`config.mk`:
```
export PLATFORM = sky130hd
export DESIGN_NAME = mips_cpu_bus_arbiter_flat
export DESIGN_NICKNAME = d
export VERILOG_FILES = /design/src/rtl/mips_cpu_bus_arbiter_if.sv /design/src/rtl/mips_cpu_bus_arbiter.sv /design/src/flat_wrapper.sv
export SDC_FILE = /design/constraint.sdc
export NUM_CORES = 1
export LEC_CHECK = 0
export CORE_MARGIN = 8
export CORE_UTILIZATION = 23
export CTS_CLUSTER_DIAMETER = 40
export DETAILED_ROUTE_END_ITERATION = 7
export GPL_TIMING_DRIVEN = 0
export PLACE_DENSITY = 0.67
export SYNTH_ARGS = -nofsm -noshare
export SYNTH_HDL_FRONTEND = slang
export SYNTH_SLANG_ARGS = --single-unit
```
`constraint.sdc`:
```
create_clock -name clk -period 1.4 [get_ports clk]
set_clock_uncertainty 0.15 [all_clocks]
set_input_delay 0.21 -clock clk [delete_from_list [all_inputs] [get_ports clk]]
set_output_delay 0.21 -clock clk [all_outputs]
set_load 0.01 [all_outputs]
```
`src/rtl/mips_cpu_bus_arbiter_if.sv`:
```
`default_nettype none
// ============================================================================
//  Module      : mips_cpu_bus_arbiter_if
//  Description : Avalon-style single-master memory bus between the CPU bus
//                arbiter (master modport) and the memory/slave side (slave
//                modport).
//                  address     32  bus address
//                  read         1  read strobe
//                  write        1  write strobe
//                  byteenable   4  lane enables
//                  writedata   32  store data
//                  readdata    32  read data, valid the cycle after acceptance
//                  waitrequest  1  slave stall
//  Revision    : 1.0  initial release
// ============================================================================
interface mips_cpu_bus_arbiter_if;
    logic [31:0] address;
    logic        read;
    logic        write;
    logic [3:0]  byteenable;
    logic [31:0] writedata;
    logic [31:0] readdata;
    logic        waitrequest;

    modport master (
        output address,
        output read,
        output write,
        output byteenable,
        output writedata,
        input  readdata,
        input  waitrequest
    );

    modport slave (
        input  address,
        input  read,
        input  write,
        input  byteenable,
        input  writedata,
        output readdata,
        output waitrequest
    );
endinterface
`default_nettype wire

```
`src/rtl/mips_cpu_bus_arbiter.sv`:
```
`default_nettype none
// ============================================================================
//  Module      : mips_cpu_bus_arbiter
//  Description : Shares the CPU's single memory master between the
//                instruction-fetch requester and the load/store requester.
//                Data requests win over fetches (the data access belongs to
//                the older instruction). Each transfer is sequenced through
//                waitrequest stalls and finished by a one-cycle done pulse.
//  Ports       : clk, reset          clock, synchronous active-high reset
//                if_req/if_addr      fetch request (level, held until done)
//                if_done/if_rdata    fetch complete pulse and instruction word
//                d_req/d_we/d_addr/  data request (level, held until done)
//                d_byteenable/d_wdata
//                d_done/d_rdata      data complete pulse and load word
//                bus (master)        Avalon-style memory bus
//                busy                FSM is not idle
//                bus_error           sticky timeout flag
//  Options     : MIPS_BUS_TIMEOUT_EN  enables the stall timeout; the
//                TIMEOUT_CYCLES parameter (default 255) then sets how many
//                waitrequest-high cycles a transfer may see before it is
//                aborted. Without the macro the bus waits indefinitely and
//                bus_error is constant 0.
//  Revision    : 1.0  initial release
// ============================================================================
module mips_cpu_bus_arbiter (
    input  wire logic                   clk,
    input  wire logic                   reset,
    // fetch requester
    input  wire logic                   if_req,
    input  wire logic [31:0]            if_addr,
    output logic                        if_done,
    output logic [31:0]                 if_rdata,
    // load/store requester
    input  wire logic                   d_req,
    input  wire logic                   d_we,
    input  wire logic [31:0]            d_addr,
    input  wire logic [3:0]             d_byteenable,
    input  wire logic [31:0]            d_wdata,
    output logic                        d_done,
    output logic [31:0]                 d_rdata,
    // memory bus
    mips_cpu_bus_arbiter_if.master      bus,
    // status
    output logic                        busy,
    output logic                        bus_error
);

`ifdef MIPS_BUS_TIMEOUT_EN
    parameter int unsigned TIMEOUT_CYCLES = 255;
    localparam int unsigned c_CNT_W = $clog2(TIMEOUT_CYCLES + 1);
`endif

    typedef enum logic [2:0] {
        ST_IDLE   = 3'd0,
        ST_BUS_F  = 3'd1,
        ST_BUS_D  = 3'd2,
        ST_RESP_F = 3'd3,
        ST_RESP_D = 3'd4
    } state_t;

    state_t      state_q,   state_d;
    logic [31:0] address_q, address_d;
    logic        read_q,    read_d;
    logic        write_q,   write_d;
    logic [3:0]  be_q,      be_d;
    logic [31:0] wdata_q,   wdata_d;
    logic        if_done_q, if_done_d;
    logic        d_done_q,  d_done_d;
    logic        w_finish;

`ifdef MIPS_BUS_TIMEOUT_EN
    logic [c_CNT_W-1:0] cnt_q, cnt_d;
    logic               abort_q, abort_d;      // current response is a timeout abort
    logic               bus_error_q, bus_error_d;
    logic               w_timeout;
`endif

    always_comb begin
        state_d   = state_q;
        address_d = address_q;
        read_d    = read_q;
        write_d   = write_q;
        be_d      = be_q;
        wdata_d   = wdata_q;
        if_done_d = 1'b0;
        d_done_d  = 1'b0;
        w_finish  = 1'b0;
`ifdef MIPS_BUS_TIMEOUT_EN
        cnt_d       = cnt_q;
        abort_d     = abort_q;
        bus_error_d = bus_error_q;
        w_timeout   = 1'b0;
`endif

        case (state_q)
            ST_IDLE: begin
`ifdef MIPS_BUS_TIMEOUT_EN
                cnt_d   = '0;
                abort_d = 1'b0;
`endif
                // Requester fields are captured only here; later changes on
                // the request inputs have no effect on the running transfer.
                if (d_req) begin
                    address_d = d_addr;
                    be_d      = d_byteenable;
                    wdata_d   = d_wdata;
                    read_d    = ~d_we;
                    write_d   = d_we;
                    state_d   = ST_BUS_D;
                end else if (if_req) begin
                    address_d = if_addr;
                    be_d      = 4'b1111;
                    wdata_d   = 32'd0;
                    read_d    = 1'b1;
                    write_d   = 1'b0;
                    state_d   = ST_BUS_F;
                end
            end

            ST_BUS_F, ST_BUS_D: begin
                w_finish = ~bus.waitrequest;
`ifdef MIPS_BUS_TIMEOUT_EN
                if (bus.waitrequest) begin
                    // Counter reaching TIMEOUT_CYCLES-1 here means this is the
                    // TIMEOUT_CYCLES-th stalled cycle.
                    if (cnt_q == c_CNT_W'(TIMEOUT_CYCLES - 1)) begin
                        w_timeout   = 1'b1;
                        w_finish    = 1'b1;
                        abort_d     = 1'b1;
                        bus_error_d = 1'b1;
                    end else begin
                        cnt_d = cnt_q + 1'b1;
                    end
                end
`endif
                if (w_finish) begin
                    read_d  = 1'b0;
                    write_d = 1'b0;
                    if (state_q == ST_BUS_F) begin
                        state_d   = ST_RESP_F;
                        if_done_d = 1'b1;
                    end else begin
                        state_d   = ST_RESP_D;
                        d_done_d  = 1'b1;
                    end
                end
            end

            ST_RESP_F, ST_RESP_D: begin
                state_d = ST_IDLE;
            end

            default: begin
                state_d = ST_IDLE;
                read_d  = 1'b0;
                write_d = 1'b0;
            end
        endcase
    end

    always_ff @(posedge clk) begin
        if (reset) begin
            state_q   <= ST_IDLE;
            address_q <= 32'd0;
            read_q    <= 1'b0;
            write_q   <= 1'b0;
            be_q      <= 4'd0;
            wdata_q   <= 32'd0;
            if_done_q <= 1'b0;
            d_done_q  <= 1'b0;
`ifdef MIPS_BUS_TIMEOUT_EN
            cnt_q       <= '0;
            abort_q     <= 1'b0;
            bus_error_q <= 1'b0;
`endif
        end else begin
            state_q   <= state_d;
            address_q <= address_d;
            read_q    <= read_d;
            write_q   <= write_d;
            be_q      <= be_d;
            wdata_q   <= wdata_d;
            if_done_q <= if_done_d;
            d_done_q  <= d_done_d;
`ifdef MIPS_BUS_TIMEOUT_EN
            cnt_q       <= cnt_d;
            abort_q     <= abort_d;
            bus_error_q <= bus_error_d;
`endif
        end
    end

    assign bus.address    = address_q;
    assign bus.read       = read_q;
    assign bus.write      = write_q;
    assign bus.byteenable = be_q;
    assign bus.writedata  = wdata_q;

    assign if_done = if_done_q;
    assign d_done  = d_done_q;
    assign busy    = (state_q != ST_IDLE);

    // Read data is a straight pass-through from the bus in the response
    // cycle; an aborted transfer returns zero instead.
`ifdef MIPS_BUS_TIMEOUT_EN
    assign if_rdata  = abort_q ? 32'd0 : bus.readdata;
    assign d_rdata   = abort_q ? 32'd0 : bus.readdata;
    assign bus_error = bus_error_q;
`else
    assign if_rdata  = bus.readdata;
    assign d_rdata   = bus.readdata;
    assign bus_error = 1'b0;
`endif

endmodule
`default_nettype wire

```
`src/flat_wrapper.sv`:
```
// flat-port wrapper written by rule: the top's interface ports become plain ports
module mips_cpu_bus_arbiter_flat 
  (clk, reset, if_req, if_addr, if_done, if_rdata, d_req, d_we, d_addr, d_byteenable, d_wdata, d_done, d_rdata, busy, bus_error, bus_address, bus_read, bus_write, bus_byteenable, bus_writedata, bus_readdata, bus_waitrequest);
  mips_cpu_bus_arbiter_if bus_i ();
  input  wire logic clk;
  input  wire logic reset;
  input  wire logic if_req;
  input  wire logic [31:0] if_addr;
  output logic if_done;
  output logic [31:0] if_rdata;
  input  wire logic d_req;
  input  wire logic d_we;
  input  wire logic [31:0] d_addr;
  input  wire logic [3:0] d_byteenable;
  input  wire logic [31:0] d_wdata;
  output logic d_done;
  output logic [31:0] d_rdata;
  output logic busy;
  output logic bus_error;
  output wire logic [$bits(bus_i.address)-1:0] bus_address;
  output wire logic [$bits(bus_i.read)-1:0] bus_read;
  output wire logic [$bits(bus_i.write)-1:0] bus_write;
  output wire logic [$bits(bus_i.byteenable)-1:0] bus_byteenable;
  output wire logic [$bits(bus_i.writedata)-1:0] bus_writedata;
  input wire logic [$bits(bus_i.readdata)-1:0] bus_readdata;
  input wire logic [$bits(bus_i.waitrequest)-1:0] bus_waitrequest;
  assign bus_address = bus_i.address;
  assign bus_read = bus_i.read;
  assign bus_write = bus_i.write;
  assign bus_byteenable = bus_i.byteenable;
  assign bus_writedata = bus_i.writedata;
  assign bus_i.readdata = bus_readdata;
  assign bus_i.waitrequest = bus_waitrequest;
  mips_cpu_bus_arbiter u_core (.clk(clk), .reset(reset), .if_req(if_req), .if_addr(if_addr), .if_done(if_done), .if_rdata(if_rdata), .d_req(d_req), .d_we(d_we), .d_addr(d_addr), .d_byteenable(d_byteenable), .d_wdata(d_wdata), .d_done(d_done), .d_rdata(d_rdata), .bus(bus_i), .busy(busy), .bus_error(bus_error));
endmodule
```
; Word level (Yosys, flattened, before mapping)
; Index checks and enable logic that the tools add are counted.
; W data, S select, Z words.
[op_classes]
reduce_logical = 9
muxes = 20
n_bitwise = 3
n_eq_ne = 6
[op_table]
columns = cell, n
row1 = $mux W32, 4
row2 = $mux W3, 4
row3 = $mux W4, 2
row4 = $mux W1, 7
row5 = $eq A3 B2 Y1 const B, 2
row6 = $pmux W1 S3, 2
row7 = $pmux W3 S2, 1
row8 = $reduce_and A2 Y1, 2
row9 = $reduce_or A2 Y1, 2
row10 = $eq A3 B1 Y1 const B, 1
row11 = $eq A3 B3 Y1 const B, 1
row12 = $logic_not A3 Y1, 1
row13 = $ne A3 B3 Y1 const B, 1
row14 = $not A1 Y1, 3
row15 = $reduce_and A3 Y1, 1
row16 = $reduce_bool A3 Y1, 1
row17 = $reduce_or A3 Y1, 1
row18 = $ne A2 B2 Y1 const B, 1
row19 = $reduce_bool A2 Y1, 1
[word_totals]
out_inout_bits = 138
in_bits = 138
regBits = 75
wordCells = 46

; Depth between registers and ports, before layout
; Gate-level depths: netlist of run 1.
[depth]
ltp_word = 4
ltp_mapped = 8

; Worst setup path before layout of run 1
; No wires, ideal clock.
[synth_path]
path_type = register to register
from = reg u_core.state_q[2]
to = reg u_core.address_q[22] (netlist: u_core.bus.address[22])
stages_incl_launch_ff = 8
n_path_buf = 4
slack_ns = -0.120
arrival_time_ns = 1.224
cell_sequence = dfxtp_1 buf_2 nor3_4 and2b_1 buf_6 buf_6 buf_12 a211oi_2
[synth_between]
elab_chain_cells = 2
[synth_rtl]
columns = item, line_no
row1 = "start, declared", mips_cpu_bus_arbiter.sv:61  ; state_t state_q, state_d;
row2 = "start signal, assigned", mips_cpu_bus_arbiter.sv:177  ; state_q <= state_d;
row3 = $logic_not A3 Y1, mips_cpu_bus_arbiter.sv:95  ; case (state_q)
row4 = $reduce_and A2 Y1 (no source line), n/a
row5 = "end signal, assigned", mips_cpu_bus_arbiter.sv:178  ; address_q <= address_d;
row6 = "end, declared", mips_cpu_bus_arbiter.sv:62  ; logic [31:0] address_q, address_d;
; No other way between the ends.
; A chain may end at the register's enable or synchronous reset.

; Final worst setup path of run 1
[layout_path]
from = reg u_core.state_q[2]
to = reg u_core.address_q[29] (netlist: u_core.bus.address[29])
; Same word-level chain as after synthesis.

==> metrics.txt, run 1 <==
# TYPE chip_impl_metric gauge
chip_impl_info{name="run_status",value="finished, violations left"} 1
chip_impl_info{name="failed_checks",value="setup timing"} 1
chip_impl_metric{name="placementRows",unit=""} 45
chip_impl_metric{name="filler_cell_count",unit=""} 1425
chip_impl_metric{name="fin_area",unit="µm²"} 7090
chip_impl_metric{name="clock_sinks",unit=""} 75
chip_impl_metric{name="io_pins",unit=""} 276
chip_impl_metric{name="cts-buffers-inserted",unit=""} 9
chip_impl_metric{name="cellLeakagePower",unit="µW"} 0.00309
chip_impl_metric{name="ant_nets",unit=""} 0
chip_impl_metric{name="placement.cell_area",unit="µm²"} 6300
chip_impl_info{name="synth_ff_type",value="sky130_fd_sc_hd__dfxtp_1"} 1
chip_impl_metric{name="vias_in_the_first_global_route",unit=""} 4054
chip_impl_metric{name="switching_share",unit=""} 0.278
chip_impl_metric{name="route.vias.total",unit=""} 3699
chip_impl_metric{name="period_utilization",unit=""} 1.11
chip_impl_metric{name="floorplan.die.height",unit="µm"} 141
chip_impl_info{name="clk_root_buffer_cell",value="sky130_fd_sc_hd__clkbuf_16"} 1
chip_impl_metric{name="clock_power_share",unit=""} 0.354
chip_impl_metric{name="core_area",unit="µm²"} 15300
chip_impl_metric{name="synthToLayoutAreaGrowth",unit="%"} 97.4
chip_impl_metric{name="max_clock_freq",unit="MHz"} 643
chip_impl_metric{name="final.setup.worst_slack",unit="ns"} -0.156
chip_impl_metric{name="io_buffers",unit=""} 241
chip_impl_metric{name="synth-warning-count",unit=""} 0
chip_impl_metric{name="chipWidth",unit="µm"} 141
chip_impl_metric{name="final.setup.tns",unit="ns"} -6.32
chip_impl_metric{name="timing.hold.ws",unit="ns"} 0.165
chip_impl_metric{name="combinationalPowerShare",unit=""} 0.321
chip_impl_info{name="crit_path_top_delay_cell",value="sky130_fd_sc_hd__dfxtp_2"} 1
chip_impl_metric{name="maxSlewHeadroom",unit=""} 0.452
chip_impl_metric{name="synth_fp_nets",unit=""} 504
chip_impl_metric{name="maximum_fanout_along_the_worst_path",unit=""} 6
chip_impl_info{name="rsz_0062_raised_after_global_routing",value="yes"} 1
chip_impl_metric{name="dr.pass1.iters",unit=""} 4
chip_impl_metric{name="fin_util",unit=""} 0.465
chip_impl_metric{name="grt_remaining_overflow",unit=""} 0
chip_impl_metric{name="report.final.setup_viol",unit=""} 70
chip_impl_info{name="cts_tree",value="yes"} 1
chip_impl_metric{name="layoutNonFillerInstCount",unit=""} 853
chip_impl_metric{name="power_frac_seq",unit=""} 0.325
chip_impl_metric{name="crit_path_max_incr_delay",unit="ns"} 0.34
chip_impl_metric{name="synth_area",unit="µm²"} 3590
chip_impl_metric{name="p_int",unit="µW"} 5520
chip_impl_metric{name="power_per_cell_area",unit="nW/µm²"} 1080
chip_impl_info{name="timing.critical_path.max_delay_family",value="buffers and inverters"} 1
chip_impl_metric{name="peak_ir_drop_on_the_vdd_network",unit="V"} 0.000860
chip_impl_metric{name="detailedRoute.firstIterationViolations",unit=""} 132
chip_impl_metric{name="critPathBufInv",unit=""} 4
chip_impl_metric{name="synth_cells",unit=""} 366
chip_impl_metric{name="final_net_count",unit=""} 773
chip_impl_metric{name="finalWorstPathRequiredPeriod",unit="ns"} 1.56
chip_impl_metric{name="yosysSeqAreaShare",unit=""} 0.418
chip_impl_metric{name="drv_cap",unit=""} 0
chip_impl_metric{name="netSwitchingPower",unit="µW"} 2120
chip_impl_metric{name="numPlacedInstances",unit=""} 818
chip_impl_info{name="critPathCaptureType",value="flop"} 1
chip_impl_metric{name="worst-slew-pin-transition",unit="ns"} 0.823
chip_impl_metric{name="final-max-slew-violation-count",unit=""} 0
chip_impl_metric{name="routed_wirelength",unit="µm"} 15000
chip_impl_metric{name="yosys.cell_types.count",unit=""} 27
chip_impl_metric{name="synth_edf_count",unit=""} 0
chip_impl_metric{name="route.detailed.wl_per_inst",unit="µm"} 17.6
chip_impl_metric{name="clockBufferDepth",unit=""} 2
chip_impl_metric{name="path_clk_slew",unit="ns"} 0.06
chip_impl_metric{name="number_of_antenna_violations_at_the_first_check_in_global_routing",unit=""} 2
chip_impl_metric{name="start_util",unit=""} 0.236
chip_impl_metric{name="grt_max_degree",unit=""} 14
chip_impl_metric{name="clock_latency",unit="ns"} 0.34
chip_impl_metric{name="place.gp.congestion",unit=""} 0.861
chip_impl_metric{name="hpwlAfterDp",unit="µm"} 11700
chip_impl_metric{name="synth_area_per_cell",unit="µm²"} 9.82
chip_impl_metric{name="hold_buffers",unit=""} 0
chip_impl_info{name="worst_setup_path_start_kind",value="flop"} 1
chip_impl_metric{name="arrival",unit="ns"} 1.60
chip_impl_metric{name="drcViolationCount",unit=""} 0
chip_impl_metric{name="floorplan.die_area",unit="µm²"} 19900
chip_impl_metric{name="finalHoldViolCount",unit=""} 0
chip_impl_metric{name="cts.htree.levels",unit=""} 3
chip_impl_metric{name="grt.total_usage",unit=""} 0.145
chip_impl_info{name="hold_class",value="in2reg"} 1
chip_impl_info{name="crit_type",value="reg2reg"} 1
chip_impl_info{name="crit_chain",value="nor3_4 > and2b_1 > buf_6 > buf_12 > buf_4 > buf_16 > a211oi_2"} 1
chip_impl_metric{name="required",unit="ns"} 1.45
chip_impl_metric{name="drive_above_1_share",unit=""} 0.309
chip_impl_metric{name="routed_via_density",unit=""} 4.34
chip_impl_metric{name="grt_first_pass_wirelength",unit="µm"} 22600
chip_impl_metric{name="synth-seq-cells",unit=""} 75
chip_impl_metric{name="ys_async_sr_fraction",unit=""} 0
## power groups by stage
| stage | registers, µW | clock network (µW) | logic, µW |
|---|---|---|---|
| after detailed placement | 2530 | 0 | 2190 |
| after floorplan | 2610 | 0 | 953 |
| after CTS | 2480 | 2790 | 2410 |
| after global placement | 2520 | 0 | 2150 |
| after global routing | 2510 | 2900 | 2630 |
| final | 2490 | 2700 | 2450 |
## final cells by class
class / instances / area, µm² / area share
multi-input cells: 194 / 1570 / 0.221
clock inverters: 6 / 113 / 0.0159
plain buffers: 92 / 793 / 0.112
clock buffers: 10 / 229 / 0.0323
repair buffers: 260 / 2600 / 0.367
inverters: 3 / 11.3 / 0.00159
flip-flops and latches: 75 / 1510 / 0.213
well taps: 211 / 264 / 0.0372
diodes: 2 / 5.00 / 0.000706
## cell families (layout without fill, tap and decap cells)
| kind of cell | count (synthesis) | after routing | synth area share |
|---|---|---|---|
| AO/OA/AOI/OAI | 76 | 76 | 0.202 |
| buffers and inverters | 97 | 371 | 0.192 |
| flip-flops | 75 | 75 | 0.418 |
| multiplexers | 32 | 32 | 0.0891 |
| other | 1 | 3 | 0.00104 |
| AND/OR/NAND/NOR | 85 | 85 | 0.0989 |
## cells in the final DEF, fill, tap and decap left out, types with 9 or more instances in the layout
master	netlist	routed
sky130_fd_sc_hd__a211oi_2	32	32
sky130_fd_sc_hd__a22oi_1	32	16
sky130_fd_sc_hd__a22oi_2	0	16
sky130_fd_sc_hd__buf_4	69	74
sky130_fd_sc_hd__buf_6	5	10
sky130_fd_sc_hd__clkbuf_1	10	9
sky130_fd_sc_hd__clkbuf_16	0	10
sky130_fd_sc_hd__clkdlybuf4s50_1	0	166
sky130_fd_sc_hd__dfxtp_1	75	72
sky130_fd_sc_hd__dlygate4sd2_1	0	65
sky130_fd_sc_hd__mux2i_1	32	30
sky130_fd_sc_hd__nor2_1	70	49
sky130_fd_sc_hd__nor2_2	0	20
## sequential cells by signal, indices dropped and copies added, names as in the netlist
name	flops
u_core.bus.read	1
u_core.bus.writedata	32
u_core.state_q	3
u_core.if_done	1
u_core.d_done	1
u_core.bus.address	32
u_core.bus.byteenable	4
u_core.bus.write	1
## cells in the mapped netlist, drive strengths merged, types with 2 or more instances
master    n  area [µm²]
buf      84         639
dfxtp    75        1500
nor2     70         263
a211oi   32         400
a22oi    32         240
mux2i    32         320
clkbuf   10        37.5
o22ai     5        31.3
nand2     4        15.0
nor4      4        25.0
inv       3        11.3
nand2b    2        12.5
nor3      2        21.3
o2111ai   2        17.5
## stage by stage
stage | power [µW] | setup WS (ns)
6_report | 7640 | -0.156
5_1_grt | 8040 | -0.254
4_1_cts | 7680 | -0.226
3_5_place_dp | 4720 | -0.873
3_3_place_gp | 4670 | -0.773
2_1_floorplan | 3560 | -0.0799
## worst register-to-register path: stages (launching register included)
cell,delay [ns]
sky130_fd_sc_hd__dfxtp_2,0.34
sky130_fd_sc_hd__nor3_4,0.20
sky130_fd_sc_hd__and2b_1,0.16
sky130_fd_sc_hd__buf_6,0.15
sky130_fd_sc_hd__buf_12,0.12
sky130_fd_sc_hd__buf_4,0.12
sky130_fd_sc_hd__buf_16,0.12
sky130_fd_sc_hd__a211oi_2,0.06
## per-layer routing
layer | up-vias | wire [µm] | share of wire | global-route usage
met3 | 23 | 1820 | 0.12 | 0.0766
met1 | 1732 | 5520 | 0.37 | 0.147
li1 | 1749 | - | - | -
met4 | 0 | 363 | 0.024 | 0.0566
met5 | - | 0 | 0 | 0
met2 | 195 | 7290 | 0.49 | 0.246
## final timing paths
path                                   from                               endpoint  slack, ns  cells after the start
min reg2reg    u_core.bus.read$_SDFFE_PP0P_           u_core.bus.read$_SDFFE_PP0P_       0.32                      2
max          u_core.state_q[2]$_SDFFE_PP0P_    u_core.bus.address[29]$_SDFFE_PP0P_      -0.16                      7
max reg2reg  u_core.state_q[2]$_SDFFE_PP0P_    u_core.bus.address[29]$_SDFFE_PP0P_      -0.16                      7
min                                   reset  u_core.bus.writedata[25]$_SDFFE_PP0P_       0.16                      2
## what timing repair did
action,4_1_cts,5_1_grt
gates cloned,5,1
pin swaps,24,6
setup endpoints to repair,145,79
resized for setup,156,17
setup buffers,8,5
Power figures use the tool's default switching activity.
==> inputs of run 2 (changes only) <==
SLEW_MARGIN = 30   (was unset)
clock period = 1.3 ns   (was 1.4 ns; I/O delays follow)
==> run 2 against run 1 <==
Effect of this change: the flow still finishes with violations (setup timing); sequential share of layout area is 0.65 points higher; cell count fell by 0.12%; critical path depth decreased by 1; sequential power grew 8.0%; worst setup slack got worse by 0.19 ns; first-iteration DRC count fell by 39%; cell area shrank 2.1%; combinational power is 6% higher; clock power up 7%; maximum frequency is 5.4% lower; die area did not move; non-clock buffer count increased by 1.
==> metrics.txt, run 2 (synthesis results as in run 1) <==
# TYPE chip_impl_metric gauge
chip_impl_metric{name="grt.total_usage",unit=""} 0.141
chip_impl_info{name="hold_class",value="in2reg"} 1
chip_impl_metric{name="placementRows",unit=""} 45
chip_impl_metric{name="peak_ir_drop_on_the_vdd_network",unit="V"} 0.000485
chip_impl_info{name="run_status",value="finished, violations left"} 1
chip_impl_metric{name="synthToLayoutAreaGrowth",unit="%"} 93.3
chip_impl_metric{name="grt_max_degree",unit=""} 13
chip_impl_metric{name="chipWidth",unit="µm"} 141
chip_impl_info{name="timing.hold.worst.start",value="reset"} 1
chip_impl_info{name="worst_setup_path_start_kind",value="flop"} 1
chip_impl_metric{name="start_util",unit=""} 0.236
chip_impl_metric{name="floorplan.die_area",unit="µm²"} 19900
chip_impl_info{name="cts_tree",value="yes"} 1
chip_impl_metric{name="vias_in_the_first_global_route",unit=""} 3907
chip_impl_metric{name="place.gp.congestion",unit=""} 0.846
chip_impl_metric{name="clock_sinks",unit=""} 75
chip_impl_metric{name="grt_remaining_overflow",unit=""} 0
chip_impl_info{name="most_common_cell_after_layout_fill_and_taps_aside",value="sky130_fd_sc_hd__clkdlybuf4s50_1"} 1
chip_impl_metric{name="io_pins",unit=""} 276
chip_impl_metric{name="ant_nets",unit=""} 0
chip_impl_metric{name="path_clk_slew",unit="ns"} 0.06
chip_impl_info{name="crit_type",value="reg2reg"} 1
chip_impl_info{name="layout.cells.most_common_list",value="sky130_fd_sc_hd__clkdlybuf4s50_1 (166), sky130_fd_sc_hd__buf_4 (77), sky130_fd_sc_hd__dfxtp_1 (63)"} 1
chip_impl_metric{name="detailedRoute.firstIterationViolations",unit=""} 80
chip_impl_metric{name="pre_cts_ws",unit="ns"} -0.909
chip_impl_info{name="hold_end",value="u_core.bus.writedata[26]$_SDFFE_PP0P_"} 1
chip_impl_info{name="rsz_0062_raised_after_global_routing",value="yes"} 1
chip_impl_metric{name="floorplan.die.height",unit="µm"} 141
chip_impl_info{name="clk_root_buffer_cell",value="sky130_fd_sc_hd__clkbuf_16"} 1
chip_impl_info{name="maxUsedRoutingLayer",value="met4"} 1
chip_impl_metric{name="power_per_cell_area",unit="nW/µm²"} 1180
chip_impl_metric{name="drive_above_1_share",unit=""} 0.391
chip_impl_metric{name="sequential_cell_area",unit="µm²"} 1520
chip_impl_metric{name="clock_latency",unit="ns"} 0.33
chip_impl_metric{name="report.final.setup_viol",unit=""} 71
chip_impl_metric{name="maxSlewHeadroom",unit=""} 0.486
chip_impl_metric{name="multi_input_comb_area",unit="µm²"} 1550
chip_impl_metric{name="maximum_fanout_along_the_worst_path",unit=""} 6
chip_impl_metric{name="regToRegSetupSlack",unit="ns"} -0.34
chip_impl_metric{name="crit_path_max_incr_delay",unit="ns"} 0.36
chip_impl_metric{name="finalWorstPathRequiredPeriod",unit="ns"} 1.64
chip_impl_metric{name="io_buffers",unit=""} 241
chip_impl_metric{name="final.setup.tns",unit="ns"} -18.40
chip_impl_info{name="crit_path_top_delay_cell",value="sky130_fd_sc_hd__dfxtp_4"} 1
chip_impl_metric{name="required",unit="ns"} 1.33
chip_impl_metric{name="cts-buffers-inserted",unit=""} 9
chip_impl_metric{name="final.setup.worst_slack",unit="ns"} -0.345
chip_impl_metric{name="cellLeakagePower",unit="µW"} 0.00292
chip_impl_info{name="critPathCaptureType",value="flop"} 1
chip_impl_info{name="failed_checks",value="setup timing"} 1
chip_impl_metric{name="arrival",unit="ns"} 1.68
chip_impl_metric{name="grt_first_pass_wirelength",unit="µm"} 21900
chip_impl_metric{name="number_of_antenna_violations_at_the_first_check_in_global_routing",unit=""} 1
chip_impl_metric{name="dr.pass1.iters",unit=""} 4
chip_impl_metric{name="met2_wirelength",unit="µm"} 7490
chip_impl_metric{name="route.detailed.wl_per_inst",unit="µm"} 17.6
chip_impl_metric{name="period_utilization",unit=""} 1.27
chip_impl_metric{name="max_clock_freq",unit="MHz"} 608
chip_impl_metric{name="hold_buffers",unit=""} 0
chip_impl_metric{name="drcViolationCount",unit=""} 0
chip_impl_metric{name="filler_cell_count",unit=""} 1484
chip_impl_metric{name="routed_via_density",unit=""} 4.27
chip_impl_metric{name="timing.reg2reg.worst_path_depth",unit=""} 6
chip_impl_metric{name="fin_util",unit=""} 0.455
chip_impl_metric{name="routedLengthMet1",unit="µm"} 5470
chip_impl_metric{name="totalPowerFinal",unit="µW"} 8170
chip_impl_metric{name="cts.htree.levels",unit=""} 3
chip_impl_info{name="critical_path.reg2reg.endpoint",value="u_core.bus.address[24]$_SDFFE_PP0P_"} 1
chip_impl_metric{name="final_net_count",unit=""} 774
chip_impl_metric{name="core_area",unit="µm²"} 15300
chip_impl_info{name="regToRegStartpoint",value="u_core.state_q[2]$_SDFFE_PP0P_"} 1
chip_impl_metric{name="hpwlAfterDp",unit="µm"} 11800
chip_impl_metric{name="worst-slew-pin-transition",unit="ns"} 0.770
chip_impl_metric{name="holdPathStages",unit=""} 2
chip_impl_metric{name="drv_cap",unit=""} 0
chip_impl_metric{name="route.vias.total",unit=""} 3634
chip_impl_metric{name="routed-wl-met3",unit="µm"} 1870
chip_impl_metric{name="routed_wirelength",unit="µm"} 15000
chip_impl_metric{name="clockBufferDepth",unit=""} 2
chip_impl_info{name="crit_chain",value="nor3_4 > and2b_2 > buf_12 > buf_12 > clkbuf_16 > a211oi_2"} 1
chip_impl_metric{name="final-max-slew-violation-count",unit=""} 0
chip_impl_metric{name="finalHoldViolCount",unit=""} 0
chip_impl_info{name="critical-path-top-cell-by-count",value="sky130_fd_sc_hd__buf_12"} 1
[run 2: area by class of cell]
class / count / area share
diodes: 1 / 0.000360
plain buffers: 93 / 0.112
clock buffers: 11 / 0.0349
clock inverters: 4 / 0.0142
inverters: 3 / 0.00162
multi-input cells: 194 / 0.223
flip-flops and latches: 75 / 0.219
well taps: 211 / 0.0380
repair buffers: 260 / 0.356
[run 2: how the worst max path moves through the flow]
stage / end / start
finish: u_core.bus.address[24]$_SDFFE_PP0P_ / u_core.state_q[2]$_SDFFE_PP0P_
global route: u_core.bus.address[24]$_SDFFE_PP0P_ / u_core.state_q[2]$_SDFFE_PP0P_
CTS: u_core.bus.address[23]$_SDFFE_PP0P_ / u_core.state_q[0]$_SDFFE_PP0P_
detailed placement: u_core.bus.writedata[0]$_SDFFE_PP0P_ / d_req
global placement: u_core.bus.writedata[27]$_SDFFE_PP0P_ / d_req
floorplan: u_core.bus.address[22]$_SDFFE_PP0P_ / u_core.state_q[0]$_SDFFE_PP0P_
[run 2: metrics by stage]
stage | instances | cell area [µm²] | hold WS, ns
after floorplan | 366 | 3620 | 0.207
after global placement | 818 | 6300 | 0.320
after detailed placement | 818 | 6300 | 0.316
after CTS | 841 | 6860 | 0.145
after global routing | 852 | 6950 | 0.181
final | 852 | 6950 | 0.147
[run 2: worst max-delay path, delay by kind of cell, from the launching register on]
family / cells / cell delay [ns]
simple gates: 2 / 0.51
flops: 1 / 0.36
compound gates: 1 / 0.05
buf+inv: 3 / 0.40
[run 2: layer usage]
layer | vias up | track usage
met1 | 1689 | 0.137
met2 | 181 | 0.252
met5 | - | 0
li1 | 1754 | -
met4 | 0 | 0.0334
met3 | 10 | 0.0814
[run 2: power by group]
| part | internal, µW | leakage, µW | switching (µW) |
|---|---|---|---|
| Clock | 1920 | 0.000166 | 964 |
| Sequential | 2540 | 0.000623 | 145 |
| Combinational | 1490 | 0.00213 | 1110 |
| Total | 5950 | 0.00292 | 2220 |
[run 2: timing repair]
item	4_1_cts	5_1_grt
pin swaps	4	25
cloned	4	5
setup endpoints to repair	145	131
setup buffers	4	6
resized for setup	199	101
==> inputs of run 3 (changes only) <==
ABC_AREA = 1   (was unset)
==> run 3 against run 2 <==
Effect of this change: power is 11% higher; sequential share of layout area shrank 0.58 points; the flow still finishes with violations (setup timing); global-route usage grew 0.90 points; highest routed layer unchanged; synthesized cell count rose by 25%; combinational power up 33%; first-iteration DRC count shrank 8.8%.
==> metrics.txt, run 3 <==
# TYPE chip_impl_metric gauge
chip_impl_info{name="failed_checks",value="setup timing"} 1
chip_impl_metric{name="synth_edf_count",unit=""} 0
chip_impl_metric{name="drv_cap",unit=""} 0
chip_impl_metric{name="path_clk_slew",unit="ns"} 0.06
chip_impl_metric{name="number_of_antenna_violations_at_the_first_check_in_global_routing",unit=""} 0
chip_impl_metric{name="finalWorstPathRequiredPeriod",unit="ns"} 1.49
chip_impl_metric{name="arrival",unit="ns"} 1.54
chip_impl_info{name="most_common_cell_after_layout_fill_and_taps_aside",value="sky130_fd_sc_hd__clkdlybuf4s50_1"} 1
chip_impl_metric{name="io_buffers",unit=""} 240
chip_impl_metric{name="floorplan.die.height",unit="µm"} 141
chip_impl_metric{name="maximum_fanout_along_the_worst_path",unit=""} 8
chip_impl_metric{name="maxSlewHeadroom",unit=""} 0.501
chip_impl_metric{name="floorplan.die_area",unit="µm²"} 20000
chip_impl_metric{name="synth_cells",unit=""} 458
chip_impl_info{name="crit_type",value="reg2reg"} 1
chip_impl_metric{name="drive_above_1_share",unit=""} 0.375
chip_impl_info{name="critPathCaptureType",value="flop"} 1
chip_impl_metric{name="synth_area",unit="µm²"} 3620
chip_impl_metric{name="grt_remaining_overflow",unit=""} 0
chip_impl_metric{name="cts-buffers-inserted",unit=""} 9
chip_impl_metric{name="final.setup.tns",unit="ns"} -10.27
chip_impl_metric{name="layoutNonFillerInstCount",unit=""} 954
chip_impl_metric{name="route.detailed.wl_per_inst",unit="µm"} 16.1
chip_impl_metric{name="report.final.setup_viol",unit=""} 72
chip_impl_metric{name="grt.total_usage",unit=""} 0.150
chip_impl_metric{name="yosys.cell_types.count",unit=""} 21
chip_impl_metric{name="routed_wirelength",unit="µm"} 15400
chip_impl_metric{name="ys_async_sr_fraction",unit=""} 0
chip_impl_metric{name="pre_cts_ws",unit="ns"} -0.383
chip_impl_metric{name="synth-seq-cells",unit=""} 75
chip_impl_metric{name="netSwitchingPower",unit="µW"} 2780
chip_impl_metric{name="placementRows",unit=""} 46
chip_impl_metric{name="place.gp.congestion",unit=""} 0.764
chip_impl_metric{name="clock_power_share",unit=""} 0.303
chip_impl_metric{name="power_per_cell_area",unit="nW/µm²"} 1260
chip_impl_metric{name="grt_first_pass_wirelength",unit="µm"} 23200
chip_impl_metric{name="p_int",unit="µW"} 6280
chip_impl_metric{name="finalHoldViolCount",unit=""} 0
chip_impl_metric{name="fin_area",unit="µm²"} 7170
chip_impl_info{name="hold_class",value="in2reg"} 1
chip_impl_metric{name="grt_max_degree",unit=""} 14
chip_impl_metric{name="placement.cell_area",unit="µm²"} 6300
chip_impl_metric{name="ant_nets",unit=""} 0
chip_impl_metric{name="synth_fp_nets",unit=""} 596
chip_impl_metric{name="peak_ir_drop_on_the_vdd_network",unit="V"} 0.000658
chip_impl_info{name="layout.cells.most_common_list",value="sky130_fd_sc_hd__clkdlybuf4s50_1 (167), sky130_fd_sc_hd__nand2_1 (117), sky130_fd_sc_hd__buf_4 (79)"} 1
chip_impl_metric{name="synth-warning-count",unit=""} 0
chip_impl_info{name="worst_setup_path_startpoint",value="u_core.state_q[2]$_SDFFE_PP0P_"} 1
chip_impl_metric{name="routed_via_density",unit=""} 4.19
chip_impl_info{name="run_status",value="finished, violations left"} 1
chip_impl_metric{name="final.setup.worst_slack",unit="ns"} -0.194
chip_impl_metric{name="io_pins",unit=""} 276
chip_impl_metric{name="antenna_cell_count",unit=""} 0
chip_impl_metric{name="regToRegSetupSlack",unit="ns"} -0.19
chip_impl_info{name="synth_ff_type",value="sky130_fd_sc_hd__dfxtp_1"} 1
chip_impl_metric{name="core_area",unit="µm²"} 15700
chip_impl_metric{name="route.vias.total",unit=""} 3994
chip_impl_info{name="timing.critical_path.max_delay_family",value="simple AND/OR/NAND/NOR gates"} 1
chip_impl_info{name="worst_setup_path_start_kind",value="flop"} 1
chip_impl_metric{name="clock_latency",unit="ns"} 0.33
chip_impl_metric{name="worst-slew-pin-transition",unit="ns"} 0.749
chip_impl_metric{name="cellLeakagePower",unit="µW"} 0.00338
chip_impl_info{name="rsz_0062_raised_after_global_routing",value="yes"} 1
chip_impl_metric{name="yosysTopAreaCellShare",unit=""} 0.415
chip_impl_metric{name="yosysSeqAreaShare",unit=""} 0.415
chip_impl_metric{name="synth_area_per_cell",unit="µm²"} 7.91
chip_impl_metric{name="period_utilization",unit=""} 1.15
chip_impl_metric{name="clock_sinks",unit=""} 75
chip_impl_info{name="crit_path_top_delay_cell",value="sky130_fd_sc_hd__dfxtp_2"} 1
chip_impl_metric{name="synthToLayoutAreaGrowth",unit="%"} 98.0
chip_impl_metric{name="critPathBufInv",unit=""} 3
chip_impl_info{name="cell_types_with_the_largest_area_share_after_synthesis",value="sky130_fd_sc_hd__dfxtp_1 (41%), sky130_fd_sc_hd__buf_4 (15%), sky130_fd_sc_hd__nand2_1 (15%)"} 1
chip_impl_metric{name="clockBufferDepth",unit=""} 2
chip_impl_metric{name="required",unit="ns"} 1.34
chip_impl_metric{name="chipWidth",unit="µm"} 141
chip_impl_info{name="regToRegStartpoint",value="u_core.state_q[2]$_SDFFE_PP0P_"} 1
chip_impl_metric{name="switching_share",unit=""} 0.307
chip_impl_metric{name="vias_in_the_first_global_route",unit=""} 4205
chip_impl_info{name="clk_root_buffer_cell",value="sky130_fd_sc_hd__clkbuf_16"} 1
chip_impl_metric{name="final-max-slew-violation-count",unit=""} 0
chip_impl_metric{name="numPlacedInstances",unit=""} 914
chip_impl_metric{name="totalPowerFinal",unit="µW"} 9060
chip_impl_metric{name="start_util",unit=""} 0.231
chip_impl_info{name="timing.hold.worst.start",value="reset"} 1
chip_impl_metric{name="crit_path_max_incr_delay",unit="ns"} 0.34
chip_impl_metric{name="combinationalPowerShare",unit=""} 0.384
chip_impl_info{name="yosysMostFrequentCell",value="sky130_fd_sc_hd__nand2_1"} 1
chip_impl_metric{name="hpwlAfterDp",unit="µm"} 11700
chip_impl_metric{name="cts.htree.levels",unit=""} 3
chip_impl_metric{name="drcViolationCount",unit=""} 0
chip_impl_info{name="synth_commonest_cells",value="sky130_fd_sc_hd__nand2_1 (143), sky130_fd_sc_hd__dfxtp_1 (75), sky130_fd_sc_hd__buf_4 (72), sky130_fd_sc_hd__nand3_1 (38), sky130_fd_sc_hd__a21oi_1 (35)"} 1
chip_impl_metric{name="max_clock_freq",unit="MHz"} 669
chip_impl_info{name="crit_chain",value="nor2_4 > nand2_4 > nor2_8 > buf_6 > inv_12 > clkbuf_16 > nand2_1 > a21oi_1"} 1
chip_impl_metric{name="power_frac_seq",unit=""} 0.314
chip_impl_metric{name="detailedRoute.firstIterationViolations",unit=""} 73
chip_impl_metric{name="final_net_count",unit=""} 871
chip_impl_info{name="yosysTopAreaCell",value="sky130_fd_sc_hd__dfxtp_1"} 1
chip_impl_metric{name="dr.pass1.iters",unit=""} 5
chip_impl_info{name="cts_tree",value="yes"} 1
[run 3: through the flow]
stage               hold WS, ns   util
floorplan                 0.116      -
global placement          0.297  0.403
detailed placement        0.301  0.403
CTS                      0.0421  0.460
global route             0.0595  0.458
finish                   0.0429  0.458
[run 3: per-layer routing]
layer,track usage,vias up,share of wire
li1,-,1991,-
met2,0.269,209,0.49
met1,0.146,1782,0.36
met4,0.0492,0,0.016
met5,0,-,0
met3,0.0753,12,0.13
[run 3: power by group through the flow]
stage	registers [µW]	logic, µW	clock network [µW]
CTS	2830	3470	2840
finish	2840	3470	2740
floorplan	2990	1190	0
detailed placement	2860	2850	0
global route	2880	3750	2940
global placement	2840	2840	0
[run 3: final cells by class]
class,count,area (µm²)
buffer,93,724
clock buffer,10,239
clock inverter,6,87.6
fill,1569,8490
inverter,13,61.3
multi-input combinational,276,1740
sequential,75,1530
tap,216,270
timing repair buffer,265,2520
[run 3: logic make-up after synthesis]
group / Yosys count / synth area share
buf+inv: 107 / 0.200
other cells: 1 / 0.00104
simple gates: 203 / 0.240
compound gates: 72 / 0.144
flops: 75 / 0.415
[run 3: repair_timing]
action | CTS | global route
buffers inserted | 14 | 3
hold buffers | 0 | 0
cloned | 7 | 1
resized for setup | 271 | 88
endpoints found under the hold margin | 0 | 0
pin swaps | 9 | 8
endpoints found under the setup margin | 141 | 123
[run 3: final timing paths]
check,to,depth (start not counted)
worst max-delay path,u_core.bus.writedata[7]$_SDFFE_PP0P_,8
worst min-delay path,u_core.bus.writedata[26]$_SDFFE_PP0P_,2
worst max register to register,u_core.bus.writedata[7]$_SDFFE_PP0P_,8
worst min register to register,u_core.bus.writedata[15]$_SDFFE_PP0P_,2
[run 3: worst reg2reg max path, stage by stage, from the launching register on]
cell and delay (ns):
sky130_fd_sc_hd__dfxtp_2 0.34, sky130_fd_sc_hd__nor2_4 0.14, sky130_fd_sc_hd__nand2_4 0.11, sky130_fd_sc_hd__nor2_8 0.15
sky130_fd_sc_hd__buf_6 0.15, sky130_fd_sc_hd__inv_12 0.05, sky130_fd_sc_hd__clkbuf_16 0.16, sky130_fd_sc_hd__nand2_1 0.05
sky130_fd_sc_hd__a21oi_1 0.06
